<file path="config.mk">
export PLATFORM = sky130hd
export DESIGN_NAME = ysyx_24080014_lsu
export DESIGN_NICKNAME = d
export VERILOG_FILES = /design/src/rtl/ysyx_24080014_lsu.sv
export SDC_FILE = /design/constraint.sdc
export NUM_CORES = 1
export LEC_CHECK = 0
export ABC_AREA = 0
export CORE_ASPECT_RATIO = 1.5
export CORE_MARGIN = 10
export CORE_UTILIZATION = 35
export DETAILED_ROUTE_END_ITERATION = 8
export GPL_TIMING_DRIVEN = 0
export SLEW_MARGIN = 15
export SYNTH_ARGS = -nofsm -noshare
export SYNTH_HDL_FRONTEND = slang
export SYNTH_SLANG_ARGS = --single-unit
</file>
<file path="constraint.sdc">
create_clock -name clk -period 6.7 [get_ports clk]
set_input_delay 1.675 -clock clk [delete_from_list [all_inputs] [get_ports clk]]
set_output_delay 1.675 -clock clk [all_outputs]
set_load 0.01 [all_outputs]
</file>
<file path="src/rtl/ysyx_24080014_lsu.sv">
// Load/store unit: one valid/ready bus request per load or store. Store data
// is shifted and byte-masked on the way out. Load data is extracted and
// extended on the way back. A one-cycle mem_ready pulse marks completion.
module ysyx_24080014_lsu #(
  parameter int unsigned TIMEOUT = 255
) (
  input  logic        clk,
  input  logic        rst_n,
  input  logic        valid,
  input  logic        load,
  input  logic        StoreWr,
  input  logic [2:0]  funct3,
  input  logic [31:0] addr,
  input  logic [31:0] store_data,
  output logic [31:0] load_data,
  output logic        mem_ready,
  output logic        mem_err,
  output logic        busy,
  output logic        mem_req_valid,
  input  logic        mem_req_ready,
  output logic        mem_wen,
  output logic [31:0] mem_addr,
  output logic [31:0] mem_wdata,
  output logic [3:0]  mem_wmask,
  input  logic        mem_rsp_valid,
  input  logic [31:0] mem_rdata,
  input  logic        mem_rsp_err
);

  typedef enum logic [1:0] {S_IDLE, S_REQ, S_WAIT, S_DONE} state_e;

  state_e      state_q, state_d;
  logic [7:0]  cnt_q, cnt_d;
  logic [1:0]  off_q, off_d;
  logic [2:0]  f3_q, f3_d;
  logic        is_load_q, is_load_d;
  logic [31:0] load_data_q, load_data_d;
  logic        mem_ready_q, mem_ready_d;
  logic        mem_err_q, mem_err_d;
  logic        busy_q, busy_d;
  logic        req_valid_q, req_valid_d;
  logic        wen_q, wen_d;
  logic [31:0] maddr_q, maddr_d;
  logic [31:0] wdata_q, wdata_d;
  logic [3:0]  wmask_q, wmask_d;

  logic        start;
  logic        misaligned;

  // Pick the addressed byte/half/word out of the read word and extend it.
  function automatic logic [31:0] extract(input logic [31:0] rdata,
                                          input logic [1:0]  off,
                                          input logic [2:0]  f3);
    logic [31:0] r;
    r = rdata >> {off, 3'b000};
    case (f3[1:0])
      2'b00:   return {{24{r[7] & ~f3[2]}}, r[7:0]};
      2'b01:   return {{16{r[15] & ~f3[2]}}, r[15:0]};
      default: return r;
    endcase
  endfunction

  assign start      = valid && (load || StoreWr);
  // funct3[1] set means word (11 is treated as word).
  assign misaligned = (funct3[1] && (addr[1:0] != 2'b00)) ||
                      (!funct3[1] && funct3[0] && addr[0]);

  // Next-state and next-output logic; every output is a flop.
  always_comb begin
    state_d     = state_q;
    cnt_d       = cnt_q;
    off_d       = off_q;
    f3_d        = f3_q;
    is_load_d   = is_load_q;
    load_data_d = load_data_q;
    mem_ready_d = 1'b0;
    mem_err_d   = 1'b0;
    req_valid_d = req_valid_q;
    wen_d       = wen_q;
    maddr_d     = maddr_q;
    wdata_d     = wdata_q;
    wmask_d     = wmask_q;
    case (state_q)
      S_IDLE: begin
        if (start) begin
          off_d     = addr[1:0];
          f3_d      = funct3;
          is_load_d = load;
          maddr_d   = {addr[31:2], 2'b00};
          wen_d     = ~load;
          wdata_d   = load ? 32'd0 : store_data << {addr[1:0], 3'b000};
          if (load)                 wmask_d = 4'b0000;
          else if (funct3[1])       wmask_d = 4'b1111;
          else if (funct3[0])       wmask_d = 4'b0011 << addr[1:0];
          else                      wmask_d = 4'b0001 << addr[1:0];
          if (misaligned) begin
            state_d     = S_DONE;
            mem_ready_d = 1'b1;
            mem_err_d   = 1'b1;
            load_data_d = 32'd0;
          end else begin
            state_d     = S_REQ;
            req_valid_d = 1'b1;
          end
        end
      end
      S_REQ: begin
        if (mem_req_ready) begin
          req_valid_d = 1'b0;
          cnt_d       = 8'd0;
          if (mem_rsp_valid) begin
            state_d     = S_DONE;
            mem_ready_d = 1'b1;
            mem_err_d   = mem_rsp_err;
            load_data_d = is_load_q ? extract(mem_rdata, off_q, f3_q) : 32'd0;
          end else begin
            state_d = S_WAIT;
          end
        end
      end
      S_WAIT: begin
        if (mem_rsp_valid) begin
          state_d     = S_DONE;
          mem_ready_d = 1'b1;
          mem_err_d   = mem_rsp_err;
          load_data_d = is_load_q ? extract(mem_rdata, off_q, f3_q) : 32'd0;
        end else if (cnt_q == 8'(TIMEOUT - 1)) begin
          state_d     = S_DONE;
          mem_ready_d = 1'b1;
          mem_err_d   = 1'b1;
          load_data_d = 32'd0;
        end else begin
          cnt_d = cnt_q + 8'd1;
        end
      end
      default: begin
        state_d = S_IDLE;
      end
    endcase
    busy_d = (state_d != S_IDLE);
  end

  // FSM state and registered outputs; reset drops the request asynchronously.
  always_ff @(posedge clk or negedge rst_n) begin
    if (!rst_n) begin
      state_q     <= S_IDLE;
      cnt_q       <= 8'd0;
      off_q       <= 2'd0;
      f3_q        <= 3'd0;
      is_load_q   <= 1'b0;
      load_data_q <= 32'd0;
      mem_ready_q <= 1'b0;
      mem_err_q   <= 1'b0;
      busy_q      <= 1'b0;
      req_valid_q <= 1'b0;
      wen_q       <= 1'b0;
      maddr_q     <= 32'd0;
      wdata_q     <= 32'd0;
      wmask_q     <= 4'd0;
    end else begin
      state_q     <= state_d;
      cnt_q       <= cnt_d;
      off_q       <= off_d;
      f3_q        <= f3_d;
      is_load_q   <= is_load_d;
      load_data_q <= load_data_d;
      mem_ready_q <= mem_ready_d;
      mem_err_q   <= mem_err_d;
      busy_q      <= busy_d;
      req_valid_q <= req_valid_d;
      wen_q       <= wen_d;
      maddr_q     <= maddr_d;
      wdata_q     <= wdata_d;
      wmask_q     <= wmask_d;
    end
  end

  assign load_data     = load_data_q;
  assign mem_ready     = mem_ready_q;
  assign mem_err       = mem_err_q;
  assign busy          = busy_q;
  assign mem_req_valid = req_valid_q;
  assign mem_wen       = wen_q;
  assign mem_addr      = maddr_q;
  assign mem_wdata     = wdata_q;
  assign mem_wmask     = wmask_q;

endmodule
</file>
* After elaboration in Yosys (flattened, before gate mapping) *
Cells that the tools add are included.
Widths: inputs -> output; s select.

operators by class
  add/subtract/negate cells = 1
  mux-type cells = 39
  shifts and indexed selects = 4
  bitwise operators = 4
  reduce and logical (&&, ||, !) cells = 18
  equality and inequality tests = 12

operator list
  operator             count
  $mux 32              8
  $pmux 32 s3          1
  $pmux 32 s2          1
  $shl 32x5->32        1
  $shr 32x5->32        1
  $mux 8               3
  $pmux 8 s2           1
  $ne 2x2->1 const B   7
  $mux 1               13
  $mux 4               3
  $mux 2               5
  $add 8x1->8 const B  1
  $eq 8x8->1 const B   1
  $reduce_and 4->1     2
  $reduce_bool 2->1    4
  $pmux 1 s3           2
  $pmux 2 s3           1
  $reduce_and 6->1     1
  $eq 2x1->1 const B   2
  $logic_and 1x1->1    4
  $logic_not 2->1      2
  $shl 1x2->4 const A  1
  $shl 2x2->4 const A  1
  $ne 3x3->1 const B   1
  8 further kinds      11

storage, ports and cells
  logic and storage cells = 92
  register bits after elaboration = 119

* Logic depth before layout (Yosys ltp) *
Gate-level depths: netlist of the first run.

  depth in word-level cells = 8
  depth in mapped cells = 8
  gate-level depth less buffers = 6

* Least setup slack after synthesis of the first run *
Ideal clock, no wire load.

  path type = input -> register
  from = input port addr[1]
  to = register load_data_q[2] (netlist: load_data[2])
  buffers on the path = 4
  stages = 8
  path slack = 3402 ps
  arrival time = 3173 ps
  library setup time = 125 ps
  data required time = 6575 ps
  path through = buf_2 o21ai_1 and3_1 clkbuf_1 or3_1 buf_2 buf_6 mux2_4

between the ends
  cells in the longest elaborated chain, start to end = 5

ends and longest elaborated chain
  item                               line  RTL
  start, declared                    13    input logic [31:0] addr,
  $reduce_bool 2->1                  65    assign misaligned = (funct3[1] && (addr[1:0] != 2'b00)) ||
  $logic_and 1x1->1                  65
  $logic_or 1x1->1                   65
  $ne 2x2->1 (no source line)        -
  $reduce_and 6->1 (no source line)  -
  end signal, assigned               166   load_data_q <= load_data_d;
  end, declared                      37    logic [31:0] load_data_q, load_data_d;

Every way passes these cells.
A chain may end at the register's enable or synchronous reset.

* Final worst setup path of the first run *
  from = input port load
  to = register busy_q (netlist: busy)

between the ends
  cells in the longest elaborated chain, start to end = 5

ends and longest elaborated chain
  item                  line  RTL
  start, declared       10    input logic load,
  $logic_or 1x1->1      63    assign start = valid && (load || StoreWr);
  $logic_and 1x1->1     63
  $mux 2                85    if (start) begin
  $pmux 2 s3            83    case (state_q)
  $reduce_bool 2->1     140   busy_d = (state_d != S_IDLE);
  net busy_d            40    logic busy_q, busy_d;
  end signal, assigned  169   busy_q <= busy_d;
  end, declared         40

The timed path passes the listed nets, and every way through them passes these cells.

==> flow_metrics.tcl, run 1 <==
set metrics [dict create \
    drc_violations_left 0 \
    floorplan.initialDensity_pct 35.35 \
    slew-limit-headroom_pct 43.84 \
    finalHoldViolations 0 \
    cts.path.max_buffers 2 \
    timing.final.crit_period_ns 3.784 \
    setup_violations 0 \
    buffer_ports.inserted 208 \
    post_synth_num_cell_types 50 \
    worst_setup_path_start_kind "input pin" \
    die_x_um 127.6 \
    dominantRegCellSynth "sky130_fd_sc_hd__dfrtp_1" \
    core-area_um2 17200 \
    synthTopCellsByArea "sky130_fd_sc_hd__dfrtp_1 49%, sky130_fd_sc_hd__mux2_2 6.9%, sky130_fd_sc_hd__mux2i_1 6.3%" \
    routed_wire_length_per_instance_um 21.46 \
    n_antenna_cell 0 \
    detailedRoute.firstPassIterationCount 4 \
    cts_made_buffers 17 \
    critPathRequiredTime_ns 6.95 \
    detail_placement_hpwl_mm 16.68 \
    regArea_um2 2978 \
    die_h_um 181.4 \
    holdCritPathClass "reg2reg" \
    run_status "complete, no violations" \
    gr_overflow_total 0 \
    synth_async_sr_flop_share_pct 100.0 \
    layout_common_cells "207 x sky130_fd_sc_hd__clkdlybuf4s50_1, 119 x sky130_fd_sc_hd__dfrtp_1, 50 x sky130_fd_sc_hd__o31ai_1" \
    mostFrequentLayoutCell "sky130_fd_sc_hd__clkdlybuf4s50_1" \
    fin_worst_skew_ns 0.008847 \
    floorplan.die_area_um2 23150 \
    nets 897 \
    power_report.internal_total_uw 2645 \
    yosysWarnings 0 \
    wl_mm 21.64 \
    num_rows 59 \
    vias 5530 \
    grt_util_all_layers_pct 18.51 \
    core_utilization_of_the_finished_layout_pct 52.97 \
    synth_top_area_cell "sky130_fd_sc_hd__dfrtp_1" \
    post_route_cells_drive_above_1_share_pct 12.58 \
    power_density_nw_per_um2 457.6 \
    max_freq_mhz 264.3 \
    unrepaired_setup_endpoints_after_global_routing "false" \
    worstSetupEndpointType "register" \
    vdd_ir_drop_max_v 0.0002059 \
    crit_type "in2reg" \
    clock_tree_from_tritoncts "yes" \
    finalCritPeriodShare_pct 56.47 \
    drt-initial-drc-count 409 \
    cell_count_final_fillers_out 1008 \
    max-cap-violations 0 \
    num_clock_sinks 119 \
    antenna_violations_before_repair 0 \
    post_synth_inst_count 553 \
    flow.area_growth_from_synthesis_pct 49.84 \
    seq_power_share_pct 29.1 \
    place.detailed.instances 976 \
    cp_max_fo 10 \
    critPathArrivalTime_ns 4.03 \
    switching_share_pct 36.57 \
    cts-hold-fix-buffers 0 \
    fillers 1587 \
    cts-resized-gates 0 \
    post_synthesis_sequential_element_count 119 \
    post_cts_buffers 0 \
    global_route_wire_length_before_repair_mm 33.97 \
    num_io_pins 212 \
    count_of_antenna_violating_nets_left_after_detailed_routing 0 \
    combPwrFrac_pct 46.6 \
    syn_area_per_cell_um2 11.00 \
    avgViaCountPerCell 5.486 \
    grt_max_degree 65 \
    switching_power_uw 1525 \
    worst_hold_slack_ns 0.4727 \
    multiInputGateArea_um2 2878 \
    clk_pin_slew_ns 0.06 \
    grt_pass1_vias 6116 \
    share_clk_of_total_power_pct 24.3 \
    cts_root_buffer "sky130_fd_sc_hd__clkbuf_16" \
    yosys.area.top_type_share_pct 48.97 \
    number_of_enable_type_register_cells_in_the_synthesized_netlist 0 \
    power_leakage_uw 0.003918 \
    gp_congestion 0.8645 \
    seq_area_frac_synth_pct 48.97 \
    worst-slew-pin-transition_ns 0.8406 \
    clock_tree.htree_level_count 4 \
    clock_insertion_delay_worst_skew_ns 0.42 \
    synthesis.area_um2 6081 \
    slew_violations 0 \
]
worst max-delay path: stages:
cell and delay (ns):
sky130_fd_sc_hd__clkdlybuf4s50_1 0.50, sky130_fd_sc_hd__o211ai_1 0.57, sky130_fd_sc_hd__clkbuf_1 0.46, sky130_fd_sc_hd__clkbuf_1 0.56
sky130_fd_sc_hd__a41oi_1 0.26
flip-flops by register name, summed over array words and instances, names as in the netlist, 2 cells and up:
name,flops
mem_wmask,4
f3_q,3
off_q,2
state_q,2
mem_addr,30
cnt_q,8
load_data,32
mem_wdata,32
final timing paths:
kind                       slack (ns)                       end  cells after the start                     start
max                              2.92            busy$_DFF_PN0_                      5                      load
min reg2reg                      0.47  mem_wmask[3]$_DFFE_PN0P_                      2  mem_wmask[3]$_DFFE_PN0P_
max in group asynchronous        4.77  load_data[2]$_DFFE_PN0P_                      2                     rst_n
min                              0.47  mem_wmask[3]$_DFFE_PN0P_                      2  mem_wmask[3]$_DFFE_PN0P_
max reg2reg                      4.05  load_data[8]$_DFFE_PN0P_                      8      state_q[0]$_DFF_PN0_
min in group asynchronous        1.21      cnt_q[3]$_DFFE_PN0P_                      1                     rst_n
final cells by class:
type,count,share of cell area (%)
clock inverters,14,2.307
repair buffers,209,23.17
inverters,5,0.2060
plain buffers,48,2.307
clock buffers,18,4.820
well taps,213,2.925
multi-input cells,382,31.58
flip-flops and latches,119,32.68
power by group through the flow:
stage | clock [uW] | combinational, uW | sequential (uW)
after floorplan | 0 | 891 | 1310
after global placement | 0 | 1930 | 1210
after detailed placement | 0 | 1960 | 1220
after CTS | 1030 | 1970 | 1210
after global routing | 1060 | 2100 | 1250
final | 1010 | 1940 | 1210
synthesized netlist by cell type (12+ instances only):
| library cell | n |
|---|---|
| sky130_fd_sc_hd__a21oi_1 | 21 |
| sky130_fd_sc_hd__a211oi_1 | 16 |
| sky130_fd_sc_hd__mux2i_1 | 38 |
| sky130_fd_sc_hd__o31ai_1 | 50 |
| sky130_fd_sc_hd__a22o_1 | 12 |
| sky130_fd_sc_hd__o21ai_0 | 17 |
| sky130_fd_sc_hd__nand2_1 | 44 |
| sky130_fd_sc_hd__nor2_1 | 14 |
| sky130_fd_sc_hd__nor2b_1 | 21 |
| sky130_fd_sc_hd__clkbuf_1 | 31 |
| sky130_fd_sc_hd__mux2_2 | 37 |
| sky130_fd_sc_hd__buf_2 | 12 |
| sky130_fd_sc_hd__dfrtp_1 | 119 |
cell families (layout without fill, tap and decap cells):
family	count (synthesis)	count (layout)	share of synthesized area, %
compound gates	182	182	22.02
fa+ha+maj	8	8	1.646
buf+inv	53	294	3.765
flops	119	119	48.97
mux	81	81	14.71
other cells	1	2	0.06167
simple gates	109	109	8.827
metal layers:
metal  track usage, %  routed length, um  up-vias  share of wire, %
li1                 -                  -     2538                 -
met1            18.78               7815     2742                36
met2            31.88              11170      204                52
met3            7.988               1949       46               9.0
met4            8.537                698        0               3.2
met5                0                  0        -                 0
stage by stage:
step / TNS (ns) / worst slack (ns) / total power (uW) / area [um2]
after floorplan: 0 / 3.402 / 2203 / 6085
after global placement: -101.01 / -0.8617 / 3138 / 8433
after detailed placement: 0 / 2.402 / 3178 / 8462
after CTS: 0 / 2.859 / 4211 / 9111
after global routing: 0 / 2.672 / 4419 / 9111
final: 0 / 2.916 / 4169 / 9111
No activity file was read; power rests on OpenSTA's default activity.
==> run 2, diff against run 1 <==
--- a/config.mk
+++ b/config.mk
@@ -11,6 +11,7 @@
 export CORE_UTILIZATION = 35
 export DETAILED_ROUTE_END_ITERATION = 8
 export GPL_TIMING_DRIVEN = 0
+export PLACE_DENSITY = 0.67
 export SLEW_MARGIN = 15
 export SYNTH_ARGS = -nofsm -noshare
 export SYNTH_HDL_FRONTEND = slang
==> constraint.sdc (replaced) <==
create_clock -name clk -period 3.1 [get_ports clk]
set_input_delay 0.775 -clock clk [delete_from_list [all_inputs] [get_ports clk]]
set_output_delay 0.775 -clock clk [all_outputs]
set_load 0.01 [all_outputs]
==> flow_metrics.tcl, run 2 (synthesis gave the netlist of run 1 again) <==
set metrics [dict create \
    seq_power_share_pct 29.2 \
    share_clk_of_total_power_pct 24.0 \
    cts_made_buffers 17 \
    clock_insertion_delay_worst_skew_ns 0.41 \
    switching_share_pct 36.43 \
    critPathArrivalTime_ns 3.10 \
    count_of_antenna_violating_nets_left_after_detailed_routing 0 \
    cts.path.max_buffers 2 \
    power_uw 8972 \
    vdd_ir_drop_max_v 0.0004144 \
    power_leakage_uw 0.003904 \
    die_h_um 181.4 \
    timing.final.crit_period_ns 2.798 \
    crit_type "in2reg" \
    finalCritPeriodShare_pct 90.26 \
    global_route_wire_length_before_repair_mm 33.64 \
    nets 897 \
    fin_worst_skew_ns 0.009014 \
    worst-slew-pin-transition_ns 0.8124 \
    num_rows 59 \
    final.setup.tns_ns 0 \
    post_cts_buffers 0 \
    cp_slowest_cell "sky130_fd_sc_hd__clkdlybuf4s50_1" \
    core-area_um2 17200 \
    fillers 1541 \
    avgViaCountPerCell 5.473 \
    run_status "complete, no violations" \
    buffer_ports.inserted 208 \
    worstReg2RegEnd "load_data[30]$_DFFE_PN0P_" \
    worstSetupEndpointType "register" \
    cpPeakStageDelay_ns 0.51 \
    slew_violations 0 \
    clock_tree_from_tritoncts "yes" \
    power_report.internal_total_uw 5704 \
    r2r_setup_slack_ns 0.49 \
    grt_pass1_vias 5892 \
    power_density_nw_per_um2 985.8 \
    vias 5517 \
    post_route_cells_drive_above_1_share_pct 12.45 \
    cts-resized-gates 0 \
    gp_congestion 0.8635 \
    switching_power_uw 3268 \
    detail_placement_hpwl_mm 16.24 \
    routed_wire_length_per_instance_um 21.11 \
    critPathRequiredTime_ns 3.40 \
    cp_max_fo 10 \
    holdCritPathClass "in2async" \
    clk_pin_slew_ns 0.06 \
    unrepaired_setup_endpoints_after_global_routing "false" \
    drc_violations_left 0 \
    cp_common_cell "sky130_fd_sc_hd__buf_2" \
    antenna_violations_before_repair 0 \
    layout_common_cells "207 x sky130_fd_sc_hd__clkdlybuf4s50_1, 119 x sky130_fd_sc_hd__dfrtp_1, 50 x sky130_fd_sc_hd__o31ai_1" \
    floorplan.initialDensity_pct 35.35 \
    critical_path.cell_chain "clkdlybuf4s50_1, clkbuf_1, buf_2, buf_2, mux2i_1, nand2_1, a32o_1" \
    gr_overflow_total 0 \
    flow.area_growth_from_synthesis_pct 49.67 \
    place.detailed.instances 976 \
    placed_area_um2 8462 \
    multiInputGateArea_um2 2878 \
    grt_max_degree 63 \
    worst_setup_path_start_kind "input pin" \
    clock_tree.htree_level_count 4 \
    max_freq_mhz 357.4 \
    cp.buffers_inverters 4 \
    floorplan.die_area_um2 23150 \
    num_clock_sinks 119 \
    worstRegToRegCells 8 \
    cts_root_buffer "sky130_fd_sc_hd__clkbuf_16" \
    slew-limit-headroom_pct 45.72 \
    n_antenna_cell 0 \
    r2r_start "state_q[0]$_DFF_PN0_" \
    wl_mm 21.27 \
    layout.cell_area.non_filler_um2 9101 \
    cts-hold-fix-buffers 0 \
    regArea_um2 2978 \
    drt-initial-drc-count 359 \
    finalHoldViolations 0 \
    detailedRoute.firstPassIterationCount 5 \
    cell_count_final_fillers_out 1008 \
    setup_violations 0 \
    grt_util_all_layers_pct 18.13 \
    mostFrequentLayoutCell "sky130_fd_sc_hd__clkdlybuf4s50_1" \
    die_x_um 127.6 \
    path_delay_family "buffers and inverters" \
    combPwrFrac_pct 46.9 \
    num_io_pins 212 \
    max-cap-violations 0 \
]
## run 2: cell count changes in the layout (fill, tap and decap cells not counted)
| cell | previous run | this run |
|---|---|---|
| sky130_fd_sc_hd__clkbuf_1 | 31 | 32 |
| sky130_fd_sc_hd__inv_6 | 6 | 2 |
| sky130_fd_sc_hd__clkinvlp_4 | 0 | 2 |
| sky130_fd_sc_hd__inv_8 | 1 | 0 |
| sky130_fd_sc_hd__clkinv_4 | 3 | 5 |
## run 2: worst max-delay path by stage
| stage | slack [ns] | to | depth (start not counted) | startpoint |
|---|---|---|---|---|
| finish | 0.30 | mem_wdata[31]$_DFFE_PN0P_ | 7 | addr[0] |
| global route | 0.09 | busy$_DFF_PN0_ | 5 | load |
| CTS | 0.17 | busy$_DFF_PN0_ | 5 | load |
| detailed placement | -0.29 | busy$_DFF_PN0_ | 5 | load |
| global placement | -3.45 | mem_wdata[8]$_DFFE_PN0P_ | 1 | rst_n |
| floorplan | 0.70 | load_data[2]$_DFFE_PN0P_ | 8 | addr[1] |
## run 2: power groups by stage
stage               clock network [uW]  registers, uW  logic, uW
CTS                               2190           2620       4230
detailed placement                   0           2640       4210
finish                            2150           2620       4200
global route                      2270           2720       4520
floorplan                            0           2840       1920
global placement                     0           2610       4150
## run 2: final cells by class
cell class,instances,share of cell area [%]
Sequential cell,119,32.72
Multi-Input combinational cell,382,31.62
Timing Repair Buffer,209,23.19
Clock buffer,19,4.867
Tap cell,213,2.928
Buffer,48,2.310
Clock inverter,13,2.158
Inverter,5,0.2062
## run 2: routing by layer
metal / vias to the layer above / track usage [%] / wire length [um]
met5: - / 0 / 0
met4: 0 / 8.220 / 790
met3: 43 / 6.122 / 1606
met2: 248 / 30.62 / 10810
met1: 2705 / 20.03 / 8068
li1: 2521 / - / -
## run 2: through the flow
step,worst slack (ns),hold slack [ns],util (%)
2_1_floorplan,0.7023,0.4794,-
3_3_place_gp,-3.453,0.4620,49.03
3_5_place_dp,-0.2856,0.4724,49.20
4_1_cts,0.1731,0.3516,52.91
5_1_grt,0.08625,0.3666,52.91
6_report,0.3021,0.3318,52.91
## run 2: worst reg2reg max path, cell delays in order (launching register included)
cell                       delay [ns]
sky130_fd_sc_hd__dfrtp_1         0.43
sky130_fd_sc_hd__inv_1           0.12
sky130_fd_sc_hd__ha_1            0.31
sky130_fd_sc_hd__nor2b_1         0.31
sky130_fd_sc_hd__a21boi_0        0.32
sky130_fd_sc_hd__clkbuf_1        0.37
sky130_fd_sc_hd__clkbuf_1        0.41
sky130_fd_sc_hd__o31ai_1         0.15
sky130_fd_sc_hd__o31ai_1         0.09
